==> src/rtl/fetch_unit.sv <==
// Instruction fetch front end: owns the fetch PC, reads instruction memory over
// a req/ack handshake and queues {instr, pc+4} for the IF/ID boundary.
module fetch_unit #(
    parameter int          DEPTH    = 4,
    parameter logic [31:0] RESET_PC = 32'h0000_0000
) (
    input  logic        clk,
    input  logic        rst,
    input  logic        freeze,
    input  logic        branch_taken,
    input  logic [31:0] branch_addr,
    output logic        imem_req,
    output logic [31:0] imem_addr,
    input  logic        imem_ack,
    input  logic [31:0] imem_rdata,
    output logic        instr_valid,
    output logic [31:0] instr,
    output logic [31:0] pc_out
);

    localparam int AW = $clog2(DEPTH);
    localparam int CW = AW + 1;
    localparam logic [CW-1:0] DEPTH_C = CW'(DEPTH);

    typedef enum logic [1:0] {IDLE, BUSY, DRAIN} state_t;

    state_t        state, state_n;
    logic [31:0]   fetch_pc, fetch_pc_n;
    logic          req_n;
    logic [31:0]   addr_n;
    logic [63:0]   q_mem [DEPTH];
    logic [AW-1:0] wr_ptr, rd_ptr;
    logic [CW-1:0] count, count_n;
    logic          push, pop, flush, space;
    logic [31:0]   target, next_addr;

    assign target      = branch_addr & ~32'd3;
    assign next_addr   = imem_addr + 32'd4;
    assign instr_valid = (count != '0);
    assign instr       = instr_valid ? q_mem[rd_ptr][63:32] : 32'd0;
    assign pc_out      = instr_valid ? q_mem[rd_ptr][31:0]  : 32'd0;

    // A new request is only issued when its returning word is guaranteed a slot.
    always_comb begin
        flush   = branch_taken;
        push    = (state == BUSY) && imem_ack && !branch_taken;
        pop     = instr_valid && !freeze && !branch_taken;
        count_n = flush ? '0 : count + CW'(push) - CW'(pop);
        space   = count_n < DEPTH_C;
    end

    always_comb begin
        state_n    = state;
        fetch_pc_n = fetch_pc;
        req_n      = imem_req;
        addr_n     = imem_addr;
        case (state)
            IDLE: begin
                if (branch_taken) begin
                    fetch_pc_n = target;
                end else if (space) begin
                    req_n   = 1'b1;
                    addr_n  = fetch_pc;
                    state_n = BUSY;
                end
            end
            BUSY: begin
                if (imem_ack) begin
                    if (branch_taken) begin
                        fetch_pc_n = target;
                        req_n      = 1'b0;
                        state_n    = IDLE;
                    end else begin
                        fetch_pc_n = next_addr;
                        if (space) begin
                            addr_n = next_addr;
                        end else begin
                            req_n   = 1'b0;
                            state_n = IDLE;
                        end
                    end
                end else if (branch_taken) begin
                    // Request in flight cannot be withdrawn; its data is dropped in DRAIN.
                    fetch_pc_n = target;
                    state_n    = DRAIN;
                end
            end
            DRAIN: begin
                if (branch_taken) fetch_pc_n = target;
                if (imem_ack) begin
                    req_n   = 1'b0;
                    state_n = IDLE;
                end
            end
            default: begin
                req_n   = 1'b0;
                state_n = IDLE;
            end
        endcase
    end

    always_ff @(posedge clk or negedge rst) begin
        if (!rst) begin
            state     <= IDLE;
            fetch_pc  <= RESET_PC;
            imem_req  <= 1'b0;
            imem_addr <= 32'd0;
            count     <= '0;
            wr_ptr    <= '0;
            rd_ptr    <= '0;
        end else begin
            state     <= state_n;
            fetch_pc  <= fetch_pc_n;
            imem_req  <= req_n;
            imem_addr <= addr_n;
            count     <= count_n;
            if (flush) begin
                wr_ptr <= '0;
                rd_ptr <= '0;
            end else begin
                if (push) wr_ptr <= wr_ptr + 1'b1;
                if (pop)  rd_ptr <= rd_ptr + 1'b1;
            end
        end
    end

    always_ff @(posedge clk) begin
        if (push) q_mem[wr_ptr] <= {imem_rdata, next_addr};
    end

endmodule

==> config.mk <==
export PLATFORM = sky130hd
export DESIGN_NAME = fetch_unit
export DESIGN_NICKNAME = d
export VERILOG_FILES = /design/src/rtl/fetch_unit.sv
export SDC_FILE = /design/constraint.sdc
export NUM_CORES = 1
export LEC_CHECK = 0
export BUFFER_PORTS_ARGS = -buffer_cell sky130_fd_sc_hd__buf_4
export CAP_MARGIN = 20
export CORE_ASPECT_RATIO = 1.4
export CORE_MARGIN = 4
export CORE_UTILIZATION = 25
export CTS_BUF_LIST = sky130_fd_sc_hd__clkbuf_4 sky130_fd_sc_hd__clkbuf_8 sky130_fd_sc_hd__clkbuf_16
export CTS_CLUSTER_DIAMETER = 40
export DETAILED_ROUTE_END_ITERATION = 8
export MAX_ROUTING_LAYER = met4
export PLACE_DENSITY = 0.49
export SLEW_MARGIN = 40
export SYNTH_ARGS = -nofsm -noshare
export SYNTH_HDL_FRONTEND = slang
export SYNTH_SLANG_ARGS = --single-unit
==> constraint.sdc <==
create_clock -name clk -period 3.75 [get_ports clk]
set_clock_uncertainty 0.05 [all_clocks]
set_input_delay 0.9375 -clock clk [delete_from_list [all_inputs] [get_ports clk]]
set_output_delay 0.9375 -clock clk [all_outputs]
set_load 0.05 [all_outputs]
==> run summary <==
clock tree sinks -> 330
global route total overflow -> 0
critical path arrival -> 2480 ps
CP endpoint kind -> primary output
crit-path max FO -> 40
Layout Nets -> 1,149
Post-Synthesis Cells -> 885
Synth Cell Area -> 0.0140 sq mm
# setup viols final -> 0
vias in the first global route -> 8,989
hold crit path type -> in2async
Die ar. -> 0.0601 sq mm
# rows -> 102
wire per inst -> 21.4 microns
dpl hpwl -> 26.3 mm
cell taking the most area after synthesis -> edfxtp_1
first-pass GRT wire length -> 59.1 mm
RD Place Congestion -> 0.787
ANT cells -> 0
IO Port Bufs -> 164
dominant synthesized flop cell -> edfxtp_1
Final Hold Viols -> 0
htree depth -> 2
Max clock buf depth -> 3
Worst EP required -> 2760 ps
Post-DRT Antenna Nets -> 0
CP startpoint -> count[1]
Final Cycle Share -> 0.924
Yosys Warn Count -> 0
1st-iter DRT viols -> 624
hold_buf cts -> 0
Die W -> 208 microns
pins over their slew limit -> 0
IO Pins -> 167
post-cts resize count -> 0
status -> complete, no violations
R2R Path Start -> count[1]
pin slew with the least headroom to its limit -> 802 ps
CTS tree -> done
CTS buffer count -> 42
RSZ-0062 raised after global routing -> no
vias per inst -> 4.61
achievable frequency -> 0.289 GHz
fill cell count -> 5,500
startpoint type of the worst setup path -> flop
LEAKAGE -> 0.00638 uW
Yosys top cell area share -> 0.547
core area -> 0.0555 sq mm
DR vias -> 8,442
area delta synth->final -> 27.1%
total iterations of the first detailed-routing run -> 7
Die Y -> 288 microns
sequential-to-total area share from yosys stat -> 0.679
initial antenna violation count -> 0
max_slew headroom -> 0.466
CTS clock-pin slew for the worst setup and hold paths -> 60 ps
syn nets -> 962
syn avg cell area -> 15.9 sq um
setup TNS -> 0 ps
Routed WL -> 39.3 mm
Clk Latency, worst-skew pair -> 540 ps
largest net degree at the start of global routing -> 75
total power -> 15,000 uW
dpl ws -> -29.6 ps
share of cells above drive strength 1 -> 0.334
Pwr Density -> 843 mW/mm^2
Synth async-reset ratio -> 0.224
Max rail drop VDD -> 0.311 mV
top post-synthesis cells by area -> edfxtp_1 (55%), dfrtp_1 (13%), mux4_2 (10%)
number of flops mapped to enable cells by yosys -> 256
max-cap violations -> 0
register bit total from synthesis -> 330
# Post-CTS Setup Buffers -> 0
Starting Density -> 0.253
final worst setup slack -> 286 ps
Synth cell types -> 62
Hold Slack -> 397 ps
residual DRC count -> 0
Final min period -> 3460 ps
GRT Total Usage -> 0.133
CP Class -> reg2out
CTS Root Cell -> clkbuf_16
==> registers in the layout (all words and copies together) (netlist names) <==
signal and cells:
count 3, wr_ptr 2, imem_addr 32, q_mem 256, fetch_pc 32, rd_ptr 2, imem_req 1, state 2
==> cell usage in the layout (no fill, tap or decap), types with 12 or more instances in the layout <==
cell and n:
dfrtp_1 72, clkbuf_16 45, nand2_1 41, mux2i_1 12, xnor2_1 20, o21ai_0 28, a21oi_1 23, buf_4 191
nand3_1 15, a22oi_1 13, nor2_1 30, edfxtp_1 256, a21o_1 16, mux4_2 64, and2_1 67
==> per-layer routing <==
layer  global-route usage  share of wire  vias to the layer above
li1                     -              -                     3836
met1                0.161           0.42                     4358
met2                0.229           0.52                      195
met3               0.0216          0.041                       53
met4               0.0388          0.025                        0
met5                    -              0                        -
==> final timing paths <==
path | endpoint | slack (ps) | cells past startpoint
min in group clk | fetch_pc[7] | 450 | 2
hold / removal | fetch_pc[29] | 400 | 1
max in group asynchronous | rd_ptr[1] | 2680 | 1
setup / recovery | pc_out[10] | 290 | 5
hold reg to reg | fetch_pc[7] | 450 | 2
setup reg to reg | imem_addr[11] | 420 | 14
==> power breakdown <==
part	total, uW	switching (uW)	internal, uW
clock network	4060	1670	2390
logic	5890	3860	2030
registers	5100	525	4570
total	15000	6050	8990
==> per-stage QoR <==
step	area, sq um	cells	utilization
final	17800	1833	0.321
after global routing	17800	1833	0.321
after CTS	17800	1833	0.321
after detailed placement	16400	1756	0.296
after global placement	16400	1756	0.296
after floorplan	14200	885	-
==> synth_stat cells (all sizes together) (2+ instances only) <==
| master | number |
|---|---|
| nor3 | 14 |
| and2 | 67 |
| and4 | 3 |
| nor2b | 5 |
| a221o | 5 |
| o22a | 6 |
| dfrtp | 74 |
| nand2 | 41 |
| or3 | 7 |
| o22ai | 11 |
| o21a | 5 |
| nor2 | 30 |
| a22o | 10 |
| or4 | 3 |
| xnor2 | 20 |
| inv | 15 |
| and3 | 10 |
| a21o | 16 |
| mux2i | 12 |
| a22oi | 13 |
| mux4 | 64 |
| a31oi | 3 |
| nor4 | 8 |
| buf | 18 |
| xor2 | 10 |
| a32o | 3 |
| edfxtp | 256 |
| nand3 | 15 |
| a21oi | 23 |
| nor3b | 3 |
| o21ai | 29 |
| mux2 | 4 |
| a41oi | 2 |
| o211ai | 5 |
| a211oi | 3 |
| nand4 | 10 |
| clkbuf | 39 |
| ha | 7 |
| nand2b | 2 |
==> final cells by class <==
cell class              count  area [sq um]  area share
flip-flops and latches    330          9550       0.535
repair buffers            200          1610      0.0899
clock inverters            30           283      0.0158
clock buffers              47          1140      0.0639
well taps                 728           911      0.0510
multi-input cells         483          4300       0.241
inverters                  15          56.3     0.00315
==> logic make-up (layout without fill, tap and decap cells) <==
logic type	after synthesis	after routing	synth area share
AOI/OAI and AO/OA	145	145	0.0713
xor gates and xnor gates	31	31	0.0204
adders and majority gates	8	8	0.00766
buffers and inverters	72	292	0.0210
DFF	330	330	0.679
muxes	80	80	0.114
and+or+nand+nor	219	219	0.0861
==> worst max-delay path: stages, from the launching register on <==
cell,delay [ps]
dfrtp_1,420
nor3_1,490
inv_2,340
buf_12,280
and2_1,190
buf_4,200
No activity file was read; power rests on OpenSTA's default activity.
